`src/rtl/mole_scheduler.sv`:
```
// Multi-slot mole scheduler: each slot alternates random gaps with stage-timed
// show windows, retires on player hits and emits hit/miss/wrong event pulses.
module mole_scheduler #(
  parameter int unsigned NUM_HOLES  = 8,
  parameter int unsigned MAX_ACTIVE = 3,
  parameter int unsigned CLK_PER_MS = 1000,
  parameter logic [15:0] SEED       = 16'hACE1,
  parameter int unsigned SHOW_MS_S1 = 1000,
  parameter int unsigned SHOW_MS_S2 = 750,
  parameter int unsigned SHOW_MS_S3 = 500,
  parameter int unsigned GAP_MS_S1  = 500,
  parameter int unsigned GAP_MS_S2  = 250,
  parameter int unsigned GAP_MS_S3  = 200
) (
  input  logic                         clk_1mhz,
  input  logic                         rst_n,
  input  logic                         enable,
  input  logic [1:0]                   gsm_stage,
  input  logic                         hit_valid,
  input  logic [$clog2(NUM_HOLES)-1:0] hit_pos,
  output logic [NUM_HOLES-1:0]         mole_mask,
  output logic                         hit_pulse,
  output logic                         miss_pulse,
  output logic                         wrong_pulse
);

  localparam int unsigned HW   = $clog2(NUM_HOLES);
  localparam int unsigned PW   = $clog2(CLK_PER_MS);
  localparam int unsigned CW   = 11;
  localparam int unsigned LIM2 = (MAX_ACTIVE < 2) ? MAX_ACTIVE : 2;

  typedef enum logic [1:0] {SLOT_IDLE, SLOT_GAP, SLOT_SHOW} slot_state_t;

  logic [15:0]   lfsr;
  logic [PW-1:0] pre_cnt;
  logic          ms_tick_c;

  slot_state_t   slot_st   [MAX_ACTIVE];
  logic [HW-1:0] slot_hole [MAX_ACTIVE];
  logic [CW-1:0] slot_cnt  [MAX_ACTIVE];

  logic [2:0]            lim_c;
  logic [CW-1:0]         show_ld_c;
  logic [CW-1:0]         gap_ld_c;
  logic [15:0]           gap_mod1_c, gap_mod2_c, gap_mod3_c;
  logic [MAX_ACTIVE-1:0] in_lim_c, hit_c, expire_c, spawn_c;
  logic [HW-1:0]         cand_c [MAX_ACTIVE];
  logic [NUM_HOLES-1:0]  mask_nxt_c;

  // Free-running random source, independent of enable
  always_ff @(posedge clk_1mhz or negedge rst_n) begin
    if (!rst_n) lfsr <= SEED;
    else        lfsr <= {lfsr[14:0], lfsr[15] ^ lfsr[13] ^ lfsr[12] ^ lfsr[10]};
  end

  // Millisecond prescaler
  always_ff @(posedge clk_1mhz or negedge rst_n) begin
    if (!rst_n)                     pre_cnt <= '0;
    else if (!enable || ms_tick_c)  pre_cnt <= '0;
    else                            pre_cnt <= pre_cnt + PW'(1);
  end

  assign ms_tick_c = enable && (pre_cnt == PW'(CLK_PER_MS - 1));

  // Per-stage random gap reductions use constant divisors only
  assign gap_mod1_c = lfsr % 16'(GAP_MS_S1);
  assign gap_mod2_c = lfsr % 16'(GAP_MS_S2);
  assign gap_mod3_c = lfsr % 16'(GAP_MS_S3);

  always_comb begin
    lim_c     = 3'(1);
    show_ld_c = CW'(SHOW_MS_S1);
    gap_ld_c  = CW'(gap_mod1_c) + CW'(1);
    case (gsm_stage)
      2'b10: begin
        lim_c     = 3'(LIM2);
        show_ld_c = CW'(SHOW_MS_S2);
        gap_ld_c  = CW'(gap_mod2_c) + CW'(1);
      end
      2'b11: begin
        lim_c     = 3'(MAX_ACTIVE);
        show_ld_c = CW'(SHOW_MS_S3);
        gap_ld_c  = CW'(gap_mod3_c) + CW'(1);
      end
      default: ;
    endcase
  end

  // Hit/expiry detection, collision-free spawn arbitration (lower slot wins)
  always_comb begin
    logic [MAX_ACTIVE-1:0] spawn_v;
    logic                  blocked;
    logic                  show_nxt;
    logic [HW-1:0]         hole_nxt;
    spawn_v    = '0;
    mask_nxt_c = '0;
    in_lim_c   = '0;
    hit_c      = '0;
    expire_c   = '0;
    for (int k = 0; k < MAX_ACTIVE; k++) begin
      in_lim_c[k] = 3'(k) < lim_c;
      cand_c[k]   = HW'(({1'b0, lfsr[7:0]} + 9'(5 * k)) % 9'(NUM_HOLES));
      hit_c[k]    = hit_valid && (slot_st[k] == SLOT_SHOW) && (slot_hole[k] == hit_pos);
      expire_c[k] = ms_tick_c && (slot_st[k] == SLOT_SHOW) && (slot_cnt[k] == CW'(1)) && !hit_c[k];
    end
    for (int k = 0; k < MAX_ACTIVE; k++) begin
      blocked = 1'b0;
      for (int j = 0; j < MAX_ACTIVE; j++) begin
        if ((slot_st[j] == SLOT_SHOW) && (slot_hole[j] == cand_c[k])) blocked = 1'b1;
        if ((j < k) && spawn_v[j] && (cand_c[j] == cand_c[k]))         blocked = 1'b1;
      end
      spawn_v[k] = ms_tick_c && (slot_st[k] == SLOT_GAP) && (slot_cnt[k] == CW'(1)) &&
                   in_lim_c[k] && !blocked;
    end
    for (int k = 0; k < MAX_ACTIVE; k++) begin
      show_nxt = spawn_v[k] || ((slot_st[k] == SLOT_SHOW) && !hit_c[k] && !expire_c[k]);
      hole_nxt = spawn_v[k] ? cand_c[k] : slot_hole[k];
      for (int h = 0; h < NUM_HOLES; h++) begin
        if (show_nxt && (hole_nxt == HW'(h))) mask_nxt_c[h] = 1'b1;
      end
    end
    spawn_c = spawn_v;
  end

  // Slot state machines and registered outputs
  always_ff @(posedge clk_1mhz or negedge rst_n) begin
    if (!rst_n) begin
      for (int k = 0; k < MAX_ACTIVE; k++) begin
        slot_st[k]   <= SLOT_IDLE;
        slot_hole[k] <= '0;
        slot_cnt[k]  <= '0;
      end
      mole_mask   <= '0;
      hit_pulse   <= 1'b0;
      miss_pulse  <= 1'b0;
      wrong_pulse <= 1'b0;
    end else if (!enable) begin
      for (int k = 0; k < MAX_ACTIVE; k++) begin
        slot_st[k]   <= SLOT_IDLE;
        slot_hole[k] <= '0;
        slot_cnt[k]  <= '0;
      end
      mole_mask   <= '0;
      hit_pulse   <= 1'b0;
      miss_pulse  <= 1'b0;
      wrong_pulse <= 1'b0;
    end else begin
      for (int k = 0; k < MAX_ACTIVE; k++) begin
        case (slot_st[k])
          SLOT_IDLE: begin
            if (in_lim_c[k]) begin
              slot_st[k]  <= SLOT_GAP;
              slot_cnt[k] <= gap_ld_c;
            end
          end
          SLOT_GAP: begin
            if (ms_tick_c) begin
              if (slot_cnt[k] != CW'(1)) begin
                slot_cnt[k] <= slot_cnt[k] - CW'(1);
              end else if (!in_lim_c[k]) begin
                slot_st[k] <= SLOT_IDLE;
              end else if (spawn_c[k]) begin
                slot_st[k]   <= SLOT_SHOW;
                slot_hole[k] <= cand_c[k];
                slot_cnt[k]  <= show_ld_c;
              end
            end
          end
          SLOT_SHOW: begin
            if (hit_c[k] || expire_c[k]) begin
              slot_st[k]  <= SLOT_GAP;
              slot_cnt[k] <= gap_ld_c;
            end else if (ms_tick_c) begin
              slot_cnt[k] <= slot_cnt[k] - CW'(1);
            end
          end
          default: slot_st[k] <= SLOT_IDLE;
        endcase
      end
      mole_mask   <= mask_nxt_c;
      hit_pulse   <= |hit_c;
      miss_pulse  <= |expire_c;
      wrong_pulse <= hit_valid && !(|hit_c);
    end
  end

endmodule
```
`config.mk`:
```
export PLATFORM = sky130hd
export DESIGN_NAME = mole_scheduler
export DESIGN_NICKNAME = d
export VERILOG_FILES = /design/src/rtl/mole_scheduler.sv
export SDC_FILE = /design/constraint.sdc
export NUM_CORES = 1
export LEC_CHECK = 0
export ABC_AREA = 1
export BUFFER_PORTS_ARGS = -buffer_cell sky130_fd_sc_hd__buf_2
export CORE_ASPECT_RATIO = 0.5
export CORE_MARGIN = 1
export CORE_UTILIZATION = 61
export CTS_BUF_LIST = sky130_fd_sc_hd__clkbuf_4
export CTS_CLUSTER_SIZE = 25
export DETAILED_ROUTE_END_ITERATION = 8
export PLACE_DENSITY = 0.8
export SYNTH_ARGS = -nofsm -noshare
export SYNTH_HDL_FRONTEND = slang
export SYNTH_SLANG_ARGS = --single-unit
```
`constraint.sdc`:
```
create_clock -name clk_1mhz -period 40.8 [get_ports clk_1mhz]
set_clock_uncertainty 0.2 [all_clocks]
set_input_delay 8.16 -clock clk_1mhz [delete_from_list [all_inputs] [get_ports clk_1mhz]]
set_output_delay 8.16 -clock clk_1mhz [all_outputs]
set_load 0.01 [all_outputs]
```
==> flow_summary.toml, run 1 <==
[outcome]
outcome = "finished, final reports clean"

[clock_network]
cts_setup_buffers = 0
clkTransAtPathRegs_ns = 0.15
post_cts_resized = 0
h-tree-depth = 3
root_buffer = "clkbuf_4"
clock_sinks = 85
tritoncts = "yes"
clkLatencyLatePin_ns = 0.48
cts_hold_buf = 0
cts_buffers = 9
cts_buffer_depth = 2

[timing]
rsz0062_at_grt = "false"
fmax_ghz = 0.03767
finalSetupViolations = 0
min_period_ns = 26.55
relSlewSlack_pct = 37.87
period_share_pct = 65.06
slew_violations = 0
worstMarginPinSlew_ns = 0.9310
whs_ns = 0.2005
hold_viol_final = 0
setup_tns_ns = 0

[logic_synthesis]
yosys_warnings = 0
yosys-top-cells-count = "nand2_1, inv_1, nor2_1, nand3_1"
synth-edff-count = 0
synth_top_area_share_pct = 19.21
synth-async-reset-ratio_pct = 100.0
ys_seq_area_share_pct = 21.30
syn_area_um2 = 10030
synth_cells = 1543
synth-seq-cells = 85
synth_top_area_cell = "dfrtp_1"
yosysUniqueCellTypes = 64
synthFlopType = "dfrtp_1"
synth.most_common_cell = "nand2_1"
synth_area_per_cell_um2 = 6.501
syn-num-nets = 1629
synth_area_leaders = "dfrtp_1, nand2_1, ha_1, inv_1, nor2_1"

[floorplan]
core_area_um2 = 15740
start_util_pct = 63.75
die_w_um = 183.4
die_h_um = 92.68
placementRows = 32
dieArea_um2 = 16990
io_pins = 20

[critical_path]
worstSetupStartpoint = "gsm_stage[1]"
crit_fanout = 26
cp_common_cell = "nand2_1"
critPathTopFamily = "simple AND/OR/NAND/NOR gates"
path_class = "primary input to register"
cp_slowest_cell = "nor2_1"
reg2regPathDepth = 119
crit_arrival_ns = 26.68
r2r-start = "lfsr[13]"
crit_required_ns = 40.94
worst_setup_path_start_kind = "primary input"
critical_path_cell_count = 124
critPathCaptureType = "register"
slowest_delay_ns = 0.60
worst-path-buf-inv = 21

[run]
maxCapViolCount = 0

[routing]
via_count = 10010
drt_iter0_drc = 829
vias_per_cell = 5.637
dr.pass1.iters = 5
finalWirelength_um = 26430
detail_route.wl_per_cell_um = 14.88
drtAntennaViolNets = 0
drc = 0

[worst_hold_path]
min_path_cells = 0
hold_path_class = "register to register"
hp-start = "lfsr[6]"

[grt]
grt_pass1_wl_um = 44300
gr-total-overflow = 0
grtUsageTotal_pct = 32.13
grt_pass1_vias = 9400
grt_max_degree = 61
antenna_found_initial = 0

[layout]
antennaDiodeCount = 0
stdcell_count = 1776
final_nets = 1636
finalCoreUtilization_pct = 66.43
syn2layout_area_growth_pct = 4.203
drive_above_1_share_pct = 10.10

[pwr]
ir_drop_mv = 0.02709
powerDensity_nw_per_um2 = 37.71
p_total_w = 0.0003942
p_leak_nw = 5.750

[placement]
portBuffers = 19
hpwlAfterDp_um = 20600
numPlacedInstances = 1760
gp_congestion = 0.9482
==> cell usage in the layout, fill, tap and decap left out, types with 4 or more instances in the layout <==
| master | synthesis | layout |
|---|---|---|
| a21o_1 | 7 | 7 |
| a21oi_1 | 58 | 58 |
| a221oi_1 | 4 | 4 |
| a31oi_1 | 10 | 10 |
| buf_2 | 2 | 18 |
| buf_4 | 2 | 5 |
| clkbuf_4 | 0 | 9 |
| clkinv_1 | 6 | 7 |
| dfrtp_1 | 77 | 77 |
| dfstp_2 | 8 | 8 |
| ha_1 | 77 | 77 |
| inv_1 | 222 | 222 |
| inv_2 | 12 | 12 |
| nand2_1 | 394 | 394 |
| nand2_2 | 30 | 30 |
| nand2_4 | 5 | 5 |
| nand3_1 | 87 | 87 |
| nand3_2 | 11 | 11 |
| nand3_4 | 5 | 5 |
| nand3b_1 | 4 | 4 |
| nand4_1 | 25 | 25 |
| nor2_1 | 167 | 167 |
| nor2_2 | 10 | 10 |
| nor2_4 | 14 | 14 |
| nor3_1 | 15 | 15 |
| nor4_1 | 10 | 10 |
| o211ai_1 | 12 | 12 |
| o21a_1 | 5 | 5 |
| o21ai_0 | 61 | 61 |
| o21ai_1 | 15 | 15 |
| o21ai_2 | 4 | 4 |
| o21bai_1 | 10 | 10 |
| o221ai_1 | 7 | 7 |
| o22ai_1 | 6 | 6 |
| or2_2 | 10 | 10 |
| xnor2_1 | 28 | 28 |
| xor2_1 | 58 | 58 |
==> where the power goes <==
| group | total (W) | leakage, nW | internal [W] | switching (W) |
|---|---|---|---|---|
| registers | 0.000111 | 1.14 | 0.0000974 | 0.0000131 |
| logic | 0.000225 | 4.53 | 0.0000780 | 0.000147 |
| clock network | 0.0000589 | 0.0817 | 0.0000251 | 0.0000338 |
| total | 0.000394 | 5.75 | 0.000201 | 0.000194 |
==> metrics by stage <==
stage / worst slack, ns / instance area (µm²)
after floorplan: 17.16 / 10030
after global placement: 14.93 / 10290
after detailed placement: 14.15 / 10290
after CTS: 14.61 / 10450
after global routing: 12.46 / 10450
final: 14.25 / 10450
==> state kept, by name, indices dropped and copies added (netlist names) <==
| name | cells |
|---|---|
| lfsr | 16 |
| slot_hole | 9 |
| mole_mask | 8 |
| slot_st | 6 |
| slot_cnt | 33 |
| wrong_pulse | 1 |
| miss_pulse | 1 |
| pre_cnt | 10 |
| hit_pulse | 1 |
==> per-layer routing <==
layer | vias to the layer above | share of wire (%) | global-route usage, %
met2 | 340 | 45 | 54.63
met4 | 0 | 1.8 | 8.819
met5 | - | 0 | 0
li1 | 5031 | - | -
met3 | 48 | 6.2 | 4.562
met1 | 4592 | 47 | 42.71
==> final cells by class <==
class	count	area [µm²]
Multi-Input combinational cell	1190	6838
Clock buffer	9	67.56
Sequential cell	85	2137
Inverter	241	907.1
Fill cell	1445	5283
Tap cell	221	276.5
Clock inverter	7	98.84
Timing Repair Buffer	23	127.6
==> worst paths after layout <==
path | end | slack, ns
max | slot_cnt[1] | 14.25
min | lfsr[7] | 0.20
max reg2reg | slot_cnt[1] | 23.32
min reg2reg | lfsr[7] | 0.20
max in group asynchronous | lfsr[4] | 31.89
min in group asynchronous | slot_cnt[13] | 7.35
==> kinds of logic after synthesis <==
group                      Yosys count  synth area share [%]
AOI/OAI and AO/OA                  226                 13.98
xor gates and xnor gates            86                 7.509
adders and majority gates           77                 9.605
buffers and inverters              268                 10.53
DFF                                 85                 21.30
muxes                                1                0.1123
and+or+nand+nor                    800                 36.96
(Power assumes the default switching activity.)
==> run 2: changes to the inputs <==
--- a/config.mk
+++ b/config.mk
@@ -5,15 +5,15 @@
 export SDC_FILE = /design/constraint.sdc
 export NUM_CORES = 1
 export LEC_CHECK = 0
-export ABC_AREA = 1
+export ABC_AREA = 0
 export BUFFER_PORTS_ARGS = -buffer_cell sky130_fd_sc_hd__buf_2
 export CORE_ASPECT_RATIO = 0.5
 export CORE_MARGIN = 1
-export CORE_UTILIZATION = 61
+export CORE_UTILIZATION = 60
 export CTS_BUF_LIST = sky130_fd_sc_hd__clkbuf_4
 export CTS_CLUSTER_SIZE = 25
 export DETAILED_ROUTE_END_ITERATION = 8
-export PLACE_DENSITY = 0.8
+export PLACE_DENSITY = 0.82
 export SYNTH_ARGS = -nofsm -noshare
 export SYNTH_HDL_FRONTEND = slang
 export SYNTH_SLANG_ARGS = --single-unit
==> constraint.sdc (replaced) <==
create_clock -name clk_1mhz -period 24.3 [get_ports clk_1mhz]
set_clock_uncertainty 0.2 [all_clocks]
set_input_delay 4.86 -clock clk_1mhz [delete_from_list [all_inputs] [get_ports clk_1mhz]]
set_output_delay 4.86 -clock clk_1mhz [all_outputs]
set_load 0.01 [all_outputs]
==> flow_summary.toml, run 2 <==
[logic_synthesis]
synth_area_leaders = "dfrtp_1, ha_1, xnor2_1, nor2_1, nand2_1"
synth-async-reset-ratio_pct = 100.0
synthFlopType = "dfrtp_1"
yosys-top-cells-count = "nor2_1, nand2_1, o21ai_0, dfrtp_1, ha_1"
yosysUniqueCellTypes = 100
synth_top_area_share_pct = 19.71
synth.most_common_cell = "nor2_1"
synthXorXnorAreaFrac_pct = 9.317
ys_seq_area_share_pct = 21.86
synth-edff-count = 0
synth_top_family_by_area = "compound AO/OA/AOI/OAI gates"
syn_area_um2 = 9777
synth_adder_area_share_pct = 9.956
synth_cells = 1250
yosys_warnings = 0
syn-num-nets = 1336
synth_area_per_cell_um2 = 7.822
synth_top_area_cell = "dfrtp_1"
synth-seq-cells = 85
yosys.area_share.simple_pct = 24.34
muxShareOfSynthArea_pct = 3.353
synth-compound-area-share_pct = 26.85

[routing]
vias_per_cell = 6.704
drt_iter0_drc = 996
via_count = 9909
dr.pass1.iters = 6
drtAntennaViolNets = 0
detail_route.wl_per_cell_um = 18.77
finalWirelength_um = 27750
drc = 0

[pwr]
powerDensity_nw_per_um2 = 52.07
ir_drop_mv = 0.03050
p_leak_nw = 4.467
p_total_w = 0.0005428

[grt]
gr-total-overflow = 0
antenna_found_initial = 1
grtUsageTotal_pct = 32.96
grt_pass1_wl_um = 44750
grt_pass1_vias = 9143
grt_max_degree = 62

[placement]
placed_cell_area_um2 = 10080
portBuffers = 19
hpwlAfterDp_um = 20740
gp_congestion = 0.9493
numPlacedInstances = 1454

[layout]
layout_commonest_cell = "nor2_1"
largest_reg_flops = 33
final_nets = 1337
final_area_um2 = 10430
finalCoreUtilization_pct = 66.59
largest_register = "slot_cnt"
stdcell_count = 1478
syn2layout_area_growth_pct = 6.629
nFillCells = 1266
final_cell_mix = "nor2_1, nand2_1, o21ai_0"
drive_above_1_share_pct = 10.91
top_regs = "slot_cnt (33), lfsr (16), pre_cnt (10)"

[floorplan]
io_pins = 20
placementRows = 32
die_h_um = 92.27
dieArea_um2 = 16840
start_util_pct = 62.45
core_area_um2 = 15660
die_w_um = 182.5

[clock_network]
cts_buffers = 9
h-tree-depth = 3
clkLatencyLatePin_ns = 0.48
clkTransAtPathRegs_ns = 0.16
root_buffer = "clkbuf_4"
tritoncts = "yes"
cts_buffer_depth = 2
cts_hold_buf = 0
clock_sinks = 85

[outcome]
outcome = "finished, final reports clean"

[critical_path]
crit_arrival_ns = 23.57
path_class = "primary input to register"
cp_common_cell = "o21a_1"
slowest_delay_ns = 0.56
cp_slowest_cell = "xnor2_1"
critPathCaptureType = "register"
worst_setup_path_start_kind = "primary input"
crit_required_ns = 24.45
crit_fanout = 18

[timing]
relSlewSlack_pct = 26.67
fmax_ghz = 0.04271
hold_viol_final = 0
finalSetupViolations = 0
slew_violations = 0
worstMarginPinSlew_ns = 1.100
whs_ns = 0.2059
period_share_pct = 96.36
min_period_ns = 23.42

[worst_hold_path]
hold_path_class = "register to register"

[run]
maxCapViolCount = 0
[run 2: cell types whose count changed in the layout (fill, tap and decap cells not counted), moves of 17 or more]
cell / before / now
buf_4: 5 / 26
inv_1: 222 / 57
mux2i_1: 0 / 21
nand2_1: 394 / 119
nand2_2: 30 / 0
nand2b_1: 0 / 17
nand3_1: 87 / 44
nor2_1: 167 / 120
nor3_1: 15 / 61
o21a_1: 5 / 24
o21ai_0: 61 / 82
xnor2_1: 28 / 63
xor2_1: 58 / 39
[run 2: logic make-up after synthesis]
kind of cell / count (synthesis)
AO/OA/AOI/OAI: 360
XOR/XNOR: 104
adder cells (fa/ha/maj): 78
buffers and inverters: 111
flip-flops: 85
multiplexers: 31
AND/OR/NAND/NOR: 481
[run 2: what timing repair did]
action / in CTS / in global routing
pin swaps: 0 / 8
buffers inserted: 0 / 7
endpoints found under the setup margin: 2 / 30
resized for setup: 3 / 29
[run 2: final timing paths]
kind	start	to	slack (ns)	depth (start not counted)
min in group asynchronous	rst_n	slot_cnt[27]	4.08	1
min	lfsr[5]	lfsr[6]	0.21	0
min reg2reg	lfsr[5]	lfsr[6]	0.21	0
max	gsm_stage[0]	slot_cnt[17]	0.88	84
max reg2reg	lfsr[10]	slot_cnt[17]	5.10	82
max in group asynchronous	rst_n	slot_cnt[29]	18.72	2
[run 2: critical path, delay by kind of cell]
family	cells	cell delay, ns
AO/OA/AOI/OAI	46	10.01
XOR/XNOR	1	0.56
adder cells (fa/ha/maj)	10	3.05
buffers and inverters	2	0.22
multiplexers	3	0.87
AND/OR/NAND/NOR	22	3.95
[run 2: layout make-up]
type | count | area [µm²] | area share, %
Clock inverter | 7 | 56.30 | 0.5401
Timing Repair Buffer | 44 | 285.3 | 2.736
Tap cell | 221 | 276.5 | 2.652
Sequential cell | 85 | 2137 | 20.50
Antenna cell | 1 | 2.502 | 0.02400
Multi-Input combinational cell | 1054 | 7386 | 70.85
Inverter | 57 | 214.0 | 2.052
Clock buffer | 9 | 67.56 | 0.6481
[run 2: metal layers]
layer / wire [µm] / track usage (%) / vias up
li1: - / - / 4629
met1: 11910 / 43.10 / 4736
met2: 12620 / 53.66 / 452
met3: 2293 / 6.116 / 92
met4: 924 / 13.52 / 0
met5: 0 / 0 / -
[run 2: report_power, final]
group,switching [W],internal (W),leakage [nW]
Clock,0.0000559,0.0000222,0.0625
Sequential,0.0000179,0.000157,1.14
Combinational,0.000179,0.000111,3.26
Total,0.000253,0.000290,4.47
[run 2: through the flow]
step / setup slack [ns] / TNS [ns]
3_5_place_dp: -0.6070 / -6.815
5_1_grt: -0.2690 / -2.068
3_3_place_gp: 0.1030 / 0
4_1_cts: 0.05895 / 0
6_report: 0.8838 / 0
2_1_floorplan: 0.7779 / 0
